### src/rtl/deque_cmd_ctrl_pkg.sv
// Shared types for the dual-deque command controller: command opcodes,
// controller FSM states and the bit layout of the STATUS response byte.
package deque_cmd_pkg;

  typedef enum logic [1:0] {
    OP_NOP    = 2'b00,
    OP_PUSH   = 2'b01,
    OP_POP    = 2'b10,
    OP_STATUS = 2'b11
  } cmd_op_e;

  typedef enum logic [2:0] {
    ST_IDLE,
    ST_PAYLOAD,
    ST_ISSUE,
    ST_CAPTURE,
    ST_RESP
  } state_e;

  // Bit positions of the deque flags inside the STATUS byte; bits 7:4 are zero.
  localparam int unsigned STAT_D0_EMPTY_BIT = 0;
  localparam int unsigned STAT_D0_FULL_BIT  = 1;
  localparam int unsigned STAT_D1_EMPTY_BIT = 2;
  localparam int unsigned STAT_D1_FULL_BIT  = 3;

  function automatic logic [7:0] status_byte(input logic d0_empty, input logic d0_full,
                                             input logic d1_empty, input logic d1_full);
    logic [7:0] b;
    b = 8'h00;
    b[STAT_D0_EMPTY_BIT] = d0_empty;
    b[STAT_D0_FULL_BIT]  = d0_full;
    b[STAT_D1_EMPTY_BIT] = d1_empty;
    b[STAT_D1_FULL_BIT]  = d1_full;
    return b;
  endfunction

endpackage

### src/rtl/deque_cmd_ctrl_if.sv
// Bus bundle between the host / dual deque and the command controller.
// master: host byte stream source, response sink and the deque itself.
// slave : the command controller.
interface deque_cmd_ctrl_if;
  logic       in_valid;
  logic [7:0] in_data;
  logic       in_ready;
  logic       rsp_valid;
  logic [7:0] rsp_data;
  logic       rsp_ready;
  logic       deque_select;
  logic       end_select;
  logic       push;
  logic       pop;
  logic [7:0] data_in;
  logic       d0_empty;
  logic       d0_full;
  logic       d1_empty;
  logic       d1_full;
  logic [7:0] data_out;
  logic       err;
  logic [3:0] err_count;

  modport master (
    output in_valid, in_data, rsp_ready,
    output d0_empty, d0_full, d1_empty, d1_full, data_out,
    input  in_ready, rsp_valid, rsp_data,
    input  deque_select, end_select, push, pop, data_in,
    input  err, err_count
  );

  modport slave (
    input  in_valid, in_data, rsp_ready,
    input  d0_empty, d0_full, d1_empty, d1_full, data_out,
    output in_ready, rsp_valid, rsp_data,
    output deque_select, end_select, push, pop, data_in,
    output err, err_count
  );
endinterface

### src/rtl/deque_cmd_ctrl.sv
// Command controller for a dual deque: decodes host command bytes into
// push/pop strobes or a status read and returns one response byte for POP
// and STATUS. Optional error tracking is enabled by DEQUE_CMD_CTRL_ERR_EN
// (push to a full deque / pop from an empty deque); otherwise err and
// err_count are tied to zero.
module deque_cmd_ctrl
  import deque_cmd_pkg::*;
(
  input logic             clk,
  input logic             rst_n,
  deque_cmd_ctrl_if.slave bus
);

  state_e     state_q, state_d;
  cmd_op_e    op_q, op_d;
  logic       deque_sel_q, deque_sel_d;
  logic       end_sel_q, end_sel_d;
  logic [7:0] data_in_q, data_in_d;
  logic [7:0] rsp_data_q, rsp_data_d;

  logic       in_ready_s;
  logic       rsp_valid_s;
  logic       push_s;
  logic       pop_s;
  logic       in_fire;
  logic       sel_empty;
  logic       sel_full;
  cmd_op_e    cmd_op;

  assign in_fire   = bus.in_valid && in_ready_s;
  assign cmd_op    = cmd_op_e'(bus.in_data[7:6]);
  assign sel_empty = deque_sel_q ? bus.d1_empty : bus.d0_empty;
  assign sel_full  = deque_sel_q ? bus.d1_full  : bus.d0_full;

  // State and latched command/payload/response registers.
  always_ff @(posedge clk or negedge rst_n) begin
    if (!rst_n) begin
      state_q     <= ST_IDLE;
      op_q        <= OP_NOP;
      deque_sel_q <= 1'b0;
      end_sel_q   <= 1'b0;
      data_in_q   <= 8'h00;
      rsp_data_q  <= 8'h00;
    end else begin
      state_q     <= state_d;
      op_q        <= op_d;
      deque_sel_q <= deque_sel_d;
      end_sel_q   <= end_sel_d;
      data_in_q   <= data_in_d;
      rsp_data_q  <= rsp_data_d;
    end
  end

  // Next-state logic; deque flags matter only in ISSUE.
  always_comb begin
    state_d = state_q;
    case (state_q)
      ST_IDLE: begin
        if (in_fire) begin
          case (cmd_op)
            OP_NOP:  state_d = ST_IDLE;
            OP_PUSH: state_d = ST_PAYLOAD;
            default: state_d = ST_ISSUE;
          endcase
        end
      end
      ST_PAYLOAD: if (in_fire) state_d = ST_ISSUE;
      ST_ISSUE: begin
        case (op_q)
          OP_POP:    state_d = sel_empty ? ST_RESP : ST_CAPTURE;
          OP_STATUS: state_d = ST_RESP;
          default:   state_d = ST_IDLE;
        endcase
      end
      ST_CAPTURE: state_d = ST_RESP;
      ST_RESP:    if (bus.rsp_ready) state_d = ST_IDLE;
      default:    state_d = ST_IDLE;
    endcase
  end

  // Command, payload and response byte capture.
  always_comb begin
    op_d        = op_q;
    deque_sel_d = deque_sel_q;
    end_sel_d   = end_sel_q;
    data_in_d   = data_in_q;
    rsp_data_d  = rsp_data_q;
    case (state_q)
      ST_IDLE: begin
        if (in_fire) begin
          op_d        = cmd_op;
          deque_sel_d = bus.in_data[1];
          end_sel_d   = bus.in_data[0];
        end
      end
      ST_PAYLOAD: if (in_fire) data_in_d = bus.in_data;
      ST_ISSUE: begin
        if (op_q == OP_POP && sel_empty) rsp_data_d = 8'h00;
        if (op_q == OP_STATUS)
          rsp_data_d = status_byte(bus.d0_empty, bus.d0_full, bus.d1_empty, bus.d1_full);
      end
      ST_CAPTURE: rsp_data_d = bus.data_out;
      default: ;
    endcase
  end

  // Moore handshake outputs and the single-cycle deque strobes.
  always_comb begin
    in_ready_s  = (state_q == ST_IDLE) || (state_q == ST_PAYLOAD);
    rsp_valid_s = (state_q == ST_RESP);
    push_s      = (state_q == ST_ISSUE) && (op_q == OP_PUSH) && !sel_full;
    pop_s       = (state_q == ST_ISSUE) && (op_q == OP_POP) && !sel_empty;
  end

  assign bus.in_ready     = in_ready_s;
  assign bus.rsp_valid    = rsp_valid_s;
  assign bus.rsp_data     = rsp_data_q;
  assign bus.push         = push_s;
  assign bus.pop          = pop_s;
  assign bus.deque_select = deque_sel_q;
  assign bus.end_select   = end_sel_q;
  assign bus.data_in      = data_in_q;

`ifdef DEQUE_CMD_CTRL_ERR_EN
  logic       err_q, err_d;
  logic [3:0] err_count_q, err_count_d;
  logic       issue_err;

  assign issue_err = (state_q == ST_ISSUE) &&
                     (((op_q == OP_PUSH) && sel_full) || ((op_q == OP_POP) && sel_empty));

  // Sticky error flag and saturating error count, cleared only by reset.
  always_comb begin
    err_d       = err_q;
    err_count_d = err_count_q;
    if (issue_err) begin
      err_d = 1'b1;
      if (err_count_q != 4'hF) err_count_d = err_count_q + 4'd1;
    end
  end

  // Error tracking registers.
  always_ff @(posedge clk or negedge rst_n) begin
    if (!rst_n) begin
      err_q       <= 1'b0;
      err_count_q <= 4'h0;
    end else begin
      err_q       <= err_d;
      err_count_q <= err_count_d;
    end
  end

  assign bus.err       = err_q;
  assign bus.err_count = err_count_q;
`else
  assign bus.err       = 1'b0;
  assign bus.err_count = 4'h0;
`endif

endmodule

### src/flat_wrapper.sv
// flat-port wrapper written by rule: the top's interface ports become plain ports
module deque_cmd_ctrl_flat import deque_cmd_pkg::*;
  (clk, rst_n, bus_in_valid, bus_in_data, bus_rsp_ready, bus_d0_empty, bus_d0_full, bus_d1_empty, bus_d1_full, bus_data_out, bus_in_ready, bus_rsp_valid, bus_rsp_data, bus_deque_select, bus_end_select, bus_push, bus_pop, bus_data_in, bus_err, bus_err_count);
  deque_cmd_ctrl_if bus_i ();
  input logic clk;
  input logic rst_n;
  input wire logic [$bits(bus_i.in_valid)-1:0] bus_in_valid;
  input wire logic [$bits(bus_i.in_data)-1:0] bus_in_data;
  input wire logic [$bits(bus_i.rsp_ready)-1:0] bus_rsp_ready;
  input wire logic [$bits(bus_i.d0_empty)-1:0] bus_d0_empty;
  input wire logic [$bits(bus_i.d0_full)-1:0] bus_d0_full;
  input wire logic [$bits(bus_i.d1_empty)-1:0] bus_d1_empty;
  input wire logic [$bits(bus_i.d1_full)-1:0] bus_d1_full;
  input wire logic [$bits(bus_i.data_out)-1:0] bus_data_out;
  output wire logic [$bits(bus_i.in_ready)-1:0] bus_in_ready;
  output wire logic [$bits(bus_i.rsp_valid)-1:0] bus_rsp_valid;
  output wire logic [$bits(bus_i.rsp_data)-1:0] bus_rsp_data;
  output wire logic [$bits(bus_i.deque_select)-1:0] bus_deque_select;
  output wire logic [$bits(bus_i.end_select)-1:0] bus_end_select;
  output wire logic [$bits(bus_i.push)-1:0] bus_push;
  output wire logic [$bits(bus_i.pop)-1:0] bus_pop;
  output wire logic [$bits(bus_i.data_in)-1:0] bus_data_in;
  output wire logic [$bits(bus_i.err)-1:0] bus_err;
  output wire logic [$bits(bus_i.err_count)-1:0] bus_err_count;
  assign bus_i.in_valid = bus_in_valid;
  assign bus_i.in_data = bus_in_data;
  assign bus_i.rsp_ready = bus_rsp_ready;
  assign bus_i.d0_empty = bus_d0_empty;
  assign bus_i.d0_full = bus_d0_full;
  assign bus_i.d1_empty = bus_d1_empty;
  assign bus_i.d1_full = bus_d1_full;
  assign bus_i.data_out = bus_data_out;
  assign bus_in_ready = bus_i.in_ready;
  assign bus_rsp_valid = bus_i.rsp_valid;
  assign bus_rsp_data = bus_i.rsp_data;
  assign bus_deque_select = bus_i.deque_select;
  assign bus_end_select = bus_i.end_select;
  assign bus_push = bus_i.push;
  assign bus_pop = bus_i.pop;
  assign bus_data_in = bus_i.data_in;
  assign bus_err = bus_i.err;
  assign bus_err_count = bus_i.err_count;
  deque_cmd_ctrl u_core (.clk(clk), .rst_n(rst_n), .bus(bus_i));
endmodule
### config.mk
export PLATFORM = sky130hd
export DESIGN_NAME = deque_cmd_ctrl_flat
export DESIGN_NICKNAME = d
export VERILOG_FILES = /design/src/rtl/deque_cmd_ctrl_pkg.sv /design/src/rtl/deque_cmd_ctrl_if.sv /design/src/rtl/deque_cmd_ctrl.sv /design/src/flat_wrapper.sv
export SDC_FILE = /design/constraint.sdc
export NUM_CORES = 1
export LEC_CHECK = 0
export BUFFER_PORTS_ARGS = -buffer_cell sky130_fd_sc_hd__buf_2
export CAP_MARGIN = 20
export CORE_UTILIZATION = 42
export DETAILED_ROUTE_END_ITERATION = 10
export PLACE_DENSITY = 0.75
export SLEW_MARGIN = 20
export SYNTH_ARGS = -nofsm -noshare
export SYNTH_HDL_FRONTEND = slang
export SYNTH_SLANG_ARGS = --single-unit
### constraint.sdc
create_clock -name clk -period 1.33 [get_ports clk]
set_input_delay 0.266 -clock clk [delete_from_list [all_inputs] [get_ports clk]]
set_output_delay 0.266 -clock clk [all_outputs]
set_load 0.01 [all_outputs]
==> flow_metrics.env, run 1 <==
export IMPL_core_area_um2=2734
export IMPL_yosysMostFrequentCell="dfrtp_1"
export IMPL_synth_seq_area_share_pct=47.97
export IMPL_crit_path_start_kind="flop"
export IMPL_viasPerCell=5.291
export IMPL_multi_input_area_um2=645.6
export IMPL_dpl_hpwl_um=1949
export IMPL_power_total_mw=3.826
export IMPL_hold_viol_final=0
export IMPL_fin_nets=190
export IMPL_vias=1037
export IMPL_first_pass_iters=4
export IMPL_layout_setup_ws_ns=-0.3201
export IMPL_finalSetupViolCount=24
export IMPL_insertion_delay_ns=0.32
export IMPL_tns_ns=-3.754
export IMPL_dp_cells=180
export IMPL_skew_ns=0.001960
export IMPL_synth_async_reset_ratio_pct=100.0
export IMPL_placementRows=19
export IMPL_antenna_found_initial=0
export IMPL_power_density_nw_per_um2=2172
export IMPL_rsz0062_at_grt="true"
export IMPL_cap_violations=0
export IMPL_p_leak_nw=0.8638
export IMPL_path_buf_inv=2
export IMPL_crit_family="flip-flops"
export IMPL_slowest_stage="dfrtp_1"
export IMPL_drcViolationCount=0
export IMPL_syn2layout_area_growth_pct=46.82
export IMPL_cts_tree="done"
export IMPL_violations="negative setup slack"
export IMPL_synth_ff_type="dfrtp_1"
export IMPL_synthesis_area_um2=1200
export IMPL_max_freq_mhz=606.0
export IMPL_worst_pin_slew_ns=0.5049
export IMPL_ys_top_cells_by_count="dfrtp_1 (23), nor2_1 (11), mux2_4 (8), nand2_1 (6), nor2b_1 (6)"
export IMPL_ctsHtreeMaxLevel=1
export IMPL_regArea_um2=580.6
export IMPL_grt_max_degree=24
export IMPL_slew_violations=0
export IMPL_cpPeakStageDelay_ns=0.44
export IMPL_first_iter_violations=34
export IMPL_cp_arrival_ns=1.38
export IMPL_grt_use_total_pct=18.97
export IMPL_overflow=0
export IMPL_wl_per_cell_um=14.46
export IMPL_synth_edff_count=0
export IMPL_yosys_warnings=0
export IMPL_vdd_drop_max_mv=1.506
export IMPL_initial_core_util_pct=43.89
export IMPL_final_cells=196
export IMPL_io_pins=51
export IMPL_synth_top_cell_area_share_pct=47.97
export IMPL_portBuffers=45
export IMPL_grt_pass1_vias=1029
export IMPL_grt_pass1_wl_um=4657
export IMPL_finalCriticalPeriod_ns=1.650
export IMPL_clock_sinks=23
export IMPL_clk_path_buf_depth=2
export IMPL_fin_crit_sh_pct=124.1
export IMPL_numCtsBuffers=3
export IMPL_synth_area_leaders="dfrtp_1 (48%), mux2_4 (10%), nor2_1 (3.4%)"
export IMPL_drt_wl_total_um=2834
export IMPL_gp_congestion=0.8115
export IMPL_clockRootBuffer="clkbuf_4"
export IMPL_status="complete, but fails checks"
export IMPL_drive_gt1_share_pct=59.39
export IMPL_slew_headroom_pct=66.34
export IMPL_cts_clk_slew_worst_paths_ns=0.13
export IMPL_antenna_cells=0
export IMPL_syn_avg_cell_area_um2=12.00
export IMPL_final_fill_count=218
export IMPL_crit_fanout=2
export IMPL_ant_nets=0
export IMPL_path_class="reg -> out"
export IMPL_hold_path_class="in -> reg"
export IMPL_synth_seq_cells=23
export IMPL_die_y_um=55.45
export IMPL_utilization_pct=64.44
export IMPL_die_x_um=55.45
export IMPL_path_cells="mux2i_4, nand4_2, inv_1, buf_2"
export IMPL_yosysTopAreaCell="dfrtp_1"
export IMPL_dieArea_um2=3075
export IMPL_syn_inst=100
export IMPL_yosysUniqueCellTypes=30
export IMPL_cp_data_required_time_ns=1.06
export IMPL_cp_end_kind="output port"
-- where the power goes --
group	total, mW	switching [mW]	internal [mW]
logic	2.19	0.915	1.27
registers	1.30	0.285	1.01
clock network	0.338	0.225	0.113
-- per-layer routing --
layer  GRT usage, %  vias up  routed length, um
li1               -      484                  -
met1          23.07      508               1190
met2          34.60       43               1472
met3          2.810        2                146
met4          5.357        0                 23
met5              0        -                  0
-- cell usage in the layout, fill, tap and decap left out, types with 2 or more instances in the layout --
cell,netlist,routed
a222oi_1,4,4
a31o_1,4,4
buf_12,0,2
buf_2,1,44
buf_4,5,7
buf_6,2,12
clkbuf_4,0,3
conb_1,1,5
dfrtp_1,23,19
dfrtp_2,0,4
inv_1,3,3
mux2_4,8,10
nand2_1,6,5
nand3b_1,2,2
nor2_1,11,10
nor2b_1,6,6
o2bb2ai_2,0,3
-- sequential cells by signal, summed over array words and instances (netlist names) --
name	count
u_core.op_q	2
u_core.bus.data_in	8
u_core.bus.end_select	1
u_core.bus.deque_select	1
u_core.bus.rsp_data	8
u_core.state_q	3
-- what timing repair did --
action,in CTS,in global routing
hold buffers,1,0
gates cloned,0,0
resized for setup,19,13
endpoints found under the hold margin,23,0
buffers inserted,8,4
pin swaps,17,6
setup endpoints to repair,24,28
-- cells by family (layout without fill, tap and decap cells) --
group	Yosys count	in the layout	synth area share (%)
buf+inv	12	73	6.673
simple gates	33	33	17.73
compound gates	18	18	12.51
other cells	1	5	0.3125
flops	23	23	47.97
mux	13	13	14.81
-- worst reg2reg max path, cell delays in order, from the launching register on --
cell and delay [ns]:
dfrtp_2 0.49, buf_6 0.15, nor4bb_4 0.32, buf_12 0.18, mux2_4 0.30
-- cell type report --
| class | count | area share [%] |
|---|---|---|
| Clock buffer | 3 | 1.278 |
| Clock inverter | 1 | 0.2841 |
| Inverter | 3 | 0.6392 |
| Multi-Input combinational cell | 69 | 36.65 |
| Sequential cell | 23 | 32.95 |
| Tap cell | 31 | 2.202 |
| Timing Repair Buffer | 66 | 25.99 |
-- per-stage QoR --
step	setup slack [ns]	hold WS (ns)	instance area [um^2]
finish	-0.3201	0.1458	1762
global route	-0.3995	0.1344	1762
CTS	-0.3388	0.1417	1693
global placement	-0.06922	0.2540	1521
floorplan	-0.009417	-0.02959	1234
detailed placement	-0.1503	0.2635	1521
-- path summary, 6_finish.rpt --
| path | from | end | slack, ns | cells past startpoint |
|---|---|---|---|---|
| worst max-delay path | u_core.bus.deque_select | bus_pop | -0.32 | 4 |
| worst min-delay path | bus_data_out[4] | u_core.bus.rsp_data[4] | 0.15 | 2 |
| worst max register to register | u_core.state_q[2] | u_core.bus.data_in[4] | -0.20 | 4 |
| worst min register to register | u_core.bus.data_in[2] | u_core.bus.data_in[2] | 0.53 | 1 |
| max in group asynchronous | rst_n | u_core.state_q[2] | 0.53 | 2 |
| min in group asynchronous | rst_n | u_core.bus.data_in[7] | 0.43 | 2 |
Power figures use the tool's default switching activity.
==> run 2: changes to the inputs <==
Settings changed: CORE_UTILIZATION 42 to 50, PLACE_DENSITY 0.75 to 0.83.
Clock period 1.33 ns to 2 ns, I/O delays scaled along.
==> run 2 against run 1 <==
The flow now finishes without violations. Flip-flop and latch count stayed put. Final area is 17% lower. Sequential share of layout area is 6.6 points higher. Critical path depth is 2 lower. Clock skew is 0.0052 ns higher. First-iteration DRC count is 15% lower. Via count is 9.8% lower. Critical endpoint is now bus_rsp_valid. Register-to-register slack better by 0.55 ns. Setup slack better by 0.39 ns. Sequential power is 31% lower.
==> flow_metrics.env, run 2 (synthesis results as in run 1) <==
export IMPL_status="complete, no violations"
export IMPL_holdWs_ns=0.009903
export IMPL_first_iter_violations=29
export IMPL_numCtsBuffers=3
export IMPL_gp_congestion=0.8253
export IMPL_placementRows=17
export IMPL_die_x_um=50.99
export IMPL_finalInstanceArea_um2=1460
export IMPL_initial_core_util_pct=53.73
export IMPL_antenna_found_initial=0
export IMPL_power_density_nw_per_um2=1427
export IMPL_clk_path_buf_depth=2
export IMPL_power_total_mw=2.083
export IMPL_final_common_cell="buf_2"
export IMPL_overflow=0
export IMPL_final_fill_count=178
export IMPL_finalCriticalPeriod_ns=1.927
export IMPL_drt_wl_total_um=2603
export IMPL_antenna_cells=0
export IMPL_hold_path_class="in -> async"
export IMPL_first_pass_iters=5
export IMPL_slew_headroom_pct=66.40
export IMPL_io_pins=51
export IMPL_ant_nets=0
export IMPL_clock_sinks=23
export IMPL_r2r_cells=3
export IMPL_hold_viol_final=0
export IMPL_max_freq_mhz=519.0
export IMPL_cts_tree="done"
export IMPL_die_y_um=50.99
export IMPL_crit_end="bus_rsp_valid"
export IMPL_cpPeakStageDelay_ns=0.57
export IMPL_drcViolationCount=0
export IMPL_cts_clk_slew_worst_paths_ns=0.14
export IMPL_drive_gt1_share_pct=46.21
export IMPL_crit_path_start_kind="flop"
export IMPL_grt_use_total_pct=22.50
export IMPL_insertion_delay_ns=0.33
export IMPL_finalSetupViolCount=0
export IMPL_final_cell_mix="buf_2 (45), dfrtp_1 (21), nor2_1 (11), mux2_4 (8)"
export IMPL_slew_violations=0
export IMPL_grt_pass1_vias=907
export IMPL_skew_ns=0.007176
export IMPL_core_area_um2=2233
export IMPL_path_cells="nor3b_1, buf_2"
export IMPL_slowest_stage="dfrtp_1"
export IMPL_placed_area_um2=1414
export IMPL_fin_crit_sh_pct=96.34
export IMPL_crit_fanout=14
export IMPL_r2r_start="u_core.state_q[0]"
export IMPL_dpl_worst_slack_ns=0.3496
export IMPL_cap_violations=0
export IMPL_critPathLaunch="u_core.state_q[0]"
export IMPL_portBuffers=45
export IMPL_postCtsSetupBuffers=0
export IMPL_grt_pass1_wl_um=4195
export IMPL_wl_per_cell_um=15.05
export IMPL_grt_max_degree=24
export IMPL_dieArea_um2=2599
export IMPL_cp_data_required_time_ns=1.60
export IMPL_timing_rr_end="u_core.bus.data_in[2]"
export IMPL_syn2layout_area_growth_pct=21.69
export IMPL_layout_setup_ws_ns=0.07318
export IMPL_cts_resized_gates=1
export IMPL_vias=935
export IMPL_dpl_hpwl_um=1915
export IMPL_cp_arrival_ns=1.53
export IMPL_postCtsHoldBufs=0
export IMPL_r2r_slack_ns=0.35
export IMPL_viasPerCell=5.405
export IMPL_cp_end_kind="output port"
export IMPL_p_leak_nw=0.7172
export IMPL_rsz0062_at_grt="false"
export IMPL_tns_ns=0
export IMPL_fin_nets=170
export IMPL_clockRootBuffer="clkbuf_4"
export IMPL_ctsHtreeMaxLevel=1
export IMPL_vdd_drop_max_mv=0.7841
export IMPL_worst_pin_slew_ns=0.5040
export IMPL_path_class="reg -> out"
## run 2: power by group
part	switching, mW	internal (mW)
combinational	0.438	0.516
clock	0.156	0.0767
sequential	0.225	0.671
## run 2: metrics by stage
| step | util (%) | instances |
|---|---|---|
| 2_1_floorplan | - | 104 |
| 3_3_place_gp | 63.31 | 169 |
| 3_5_place_dp | 63.31 | 169 |
| 4_1_cts | 64.87 | 173 |
| 5_1_grt | 65.38 | 173 |
| 6_report | 65.38 | 173 |
## run 2: routing by layer
layer	track usage, %	vias to the layer above	routed length [um]
li1	-	438	-
met1	26.58	463	1104
met2	36.62	27	1338
met3	5.655	7	92
met4	13.43	0	68
met5	0	-	0
## run 2: worst max-delay path, delay by kind of cell, from the launching register on
kind | cells | cell delay, ns
flip-flops | 1 | 0.57
AND/OR/NAND/NOR | 1 | 0.42
buffers and inverters | 1 | 0.20
## run 2: worst min path at each step
stage | slack [ns] | endpoint
2_1_floorplan | 0.10 | u_core.bus.data_in[0]
3_3_place_gp | 0.39 | u_core.bus.data_in[5]
3_5_place_dp | 0.40 | u_core.bus.data_in[5]
4_1_cts | 0.03 | u_core.bus.data_in[5]
5_1_grt | 0.04 | u_core.bus.data_in[5]
6_report | 0.01 | u_core.bus.data_in[5]
## run 2: layout make-up
class	count	area, um^2	share of cell area, %
clock inverter	1	7.507	0.5141
timing repair buffer	46	232.7	15.94
sequential	23	578.1	39.59
inverter	3	11.26	0.7712
clock buffer	3	22.52	1.542
multi-input combinational	69	573.1	39.25
tap	28	35.03	2.399
==> run 3: changes to the inputs <==
Settings changed: ABC_AREA set to 1, CORE_UTILIZATION 50 to 52, CTS_BUF_LIST set to sky130_fd_sc_hd__clkbuf_4 sky130_fd_sc_hd__clkbuf_8, PLACE_DENSITY 0.83 to 0.86.
==> run 3 against run 2 <==
Final area fell by 1.0%. Fmax rose by 2.8%. Combinational power fell by 12%. Critical path depth rose by 3. Register-to-register slack improved by 0.31 ns. Clock-buffer cell count did not move. Flip-flop and latch count did not move. Via count rose by 16%. Largest power group unchanged.
==> flow_metrics.env, run 3 <==
export IMPL_fin_nets=222
export IMPL_path_class="reg -> out"
export IMPL_worst_pin_slew_ns=0.5067
export IMPL_wl_per_cell_um=11.38
export IMPL_grt_max_degree=24
export IMPL_ys_top_cells_by_count="nand2_1 (52), dfrtp_1 (23), nand3_1 (17), inv_1 (14), nor2_1 (8)"
export IMPL_syn_avg_cell_area_um2=7.941
export IMPL_grt_pass1_vias=1024
export IMPL_crit_fanout=4
export IMPL_clock_sinks=23
export IMPL_cp_end_kind="output port"
export IMPL_final_cell_mix="nand2_1 (52), buf_2 (45), dfrtp_1 (21), nand3_1 (17), inv_1 (14)"
export IMPL_yosysMostFrequentCell="nand2_1"
export IMPL_syn_inst=150
export IMPL_yosysUniqueCellTypes=22
export IMPL_first_iter_violations=24
export IMPL_cp_arrival_ns=1.47
export IMPL_drcViolationCount=0
export IMPL_final_common_cell="nand2_1"
export IMPL_grt_pass1_wl_um=4464
export IMPL_insertion_delay_ns=0.32
export IMPL_dpl_worst_slack_ns=0.4190
export IMPL_numCtsBuffers=3
export IMPL_dpl_hpwl_um=1901
export IMPL_ctsHtreeMaxLevel=1
export IMPL_layout_setup_ws_ns=0.1254
export IMPL_power_density_nw_per_um2=1260
export IMPL_die_y_um=49.86
export IMPL_hold_path_class="in -> async"
export IMPL_yosysTopAreaCell="dfrtp_1"
export IMPL_tns_ns=0
export IMPL_power_frac_comb_pct=46.0
export IMPL_antenna_cells=0
export IMPL_initial_core_util_pct=57.77
export IMPL_synth_async_reset_ratio_pct=100.0
export IMPL_p_leak_nw=0.8686
export IMPL_max_freq_mhz=533.4
export IMPL_gp_congestion=0.7611
export IMPL_finalCriticalPeriod_ns=1.875
export IMPL_cts_tree="done"
export IMPL_utilization_pct=70.09
export IMPL_pwr_share_seq_pct=42.0
export IMPL_ant_nets=0
export IMPL_synth_area_leaders="dfrtp_1 (48%), nand2_1 (16%), nand3_1 (7.1%)"
export IMPL_vdd_drop_max_mv=0.8055
export IMPL_p_int_mw=1.036
export IMPL_first_pass_iters=4
export IMPL_io_pins=51
export IMPL_switching_power_mw=0.7846
export IMPL_drive_gt1_share_pct=34.01
export IMPL_final_fill_count=187
export IMPL_overflow=0
export IMPL_cp_data_required_time_ns=1.60
export IMPL_synth_seq_area_share_pct=48.32
export IMPL_syn2layout_area_growth_pct=21.32
export IMPL_status="complete, no violations"
export IMPL_portBuffers=45
export IMPL_clk_path_buf_depth=2
export IMPL_placementRows=16
export IMPL_synth_edff_count=0
export IMPL_slew_violations=0
export IMPL_yosys_warnings=0
export IMPL_slew_headroom_pct=66.22
export IMPL_vias=1088
export IMPL_dp_cells=219
export IMPL_clock_power_share_pct=12.0
export IMPL_die_x_um=49.86
export IMPL_rsz0062_at_grt="false"
export IMPL_crit_path_start_kind="flop"
export IMPL_dieArea_um2=2486
export IMPL_clockRootBuffer="clkbuf_4"
export IMPL_viasPerCell=4.857
export IMPL_cts_clk_slew_worst_paths_ns=0.13
export IMPL_synth_top_cell_area_share_pct=48.32
export IMPL_synthesis_area_um2=1191
export IMPL_drt_wl_total_um=2548
export IMPL_grt_use_total_pct=23.72
export IMPL_hold_viol_final=0
export IMPL_cap_violations=0
export IMPL_synth_seq_cells=23
export IMPL_antenna_found_initial=0
export IMPL_final_cells=224
export IMPL_switching_share_pct=43.10
export IMPL_synth_ff_type="dfrtp_1"
export IMPL_skew_ns=0.004725
export IMPL_fin_crit_sh_pct=93.73
export IMPL_core_area_um2=2062
export IMPL_finalSetupViolCount=0
## run 3: power by group through the flow
| stage | Sequential (mW) | Clock [mW] | Combinational, mW |
|---|---|---|---|
| 2_1_floorplan | 0.820 | 0 | 0.509 |
| 3_3_place_gp | 0.761 | 0 | 0.794 |
| 3_5_place_dp | 0.772 | 0 | 0.820 |
| 4_1_cts | 0.764 | 0.220 | 0.828 |
| 5_1_grt | 0.788 | 0.240 | 0.953 |
| 6_report | 0.764 | 0.219 | 0.838 |
## run 3: what timing repair did
item                       CTS  global route
hold buffers                 0             0
buffers inserted             0             1
gates resized for setup      0             3
setup endpoints to repair    0             3
## run 3: final cells by class
| type | instances | area, um^2 | share of cell area (%) |
|---|---|---|---|
| clock buffer | 3 | 22.52 | 1.558 |
| multi-input combinational | 107 | 509.2 | 35.24 |
| tap | 27 | 33.78 | 2.338 |
| sequential | 23 | 578.1 | 40.00 |
| timing repair buffer | 46 | 232.7 | 16.10 |
| inverter | 17 | 63.81 | 4.416 |
| clock inverter | 1 | 5.005 | 0.3463 |
## run 3: per-layer routing
metal	vias up	GRT usage, %	routed length [um]
li1	558	-	-
met1	486	29.72	1134
met2	41	40.09	1269
met3	3	4.630	122
met4	0	9.048	21
met5	-	0	0
## run 3: cell families (layout without fill, tap and decap cells)
kind of cell / Yosys count / after routing / synth area share, %
AOI/OAI and AO/OA: 16 / 16 / 8.404
buffers and inverters: 24 / 67 / 10.40
DFF: 23 / 23 / 48.32
and+or+nand+nor: 86 / 86 / 32.56
other: 1 / 5 / 0.3148
## run 3: final timing paths
path                                       startpoint                     end  slack [ns]  depth (start not counted)
worst max-delay path                u_core.state_q[0]            bus_in_ready        0.13                          5
worst min-delay path                            rst_n  u_core.bus.rsp_data[2]        0.03                          1
worst max register to register      u_core.state_q[2]   u_core.bus.data_in[7]        0.66                          5
worst min register to register  u_core.bus.data_in[5]   u_core.bus.data_in[5]        0.48                          2
max in group asynchronous                       rst_n       u_core.state_q[1]        1.60                          1
min in group clk                      bus_data_out[5]  u_core.bus.rsp_data[5]        0.28                          3
## run 3: metrics by stage
stage               hold WS [ns]  cell area, um^2  power [mW]
finish                   0.02680             1445       1.821
global route             0.06539             1445       1.981
CTS                      0.05013             1433       1.812
detailed placement        0.4015             1405       1.592
global placement          0.3904             1405       1.555
floorplan                 0.1044             1206       1.330
## run 3: critical path, cell delays in order, from the launching register on
cell     delay, ns
dfrtp_1       0.46
inv_2         0.11
nand2_1       0.10
nor2_1        0.06
or2_2         0.29
buf_2         0.14
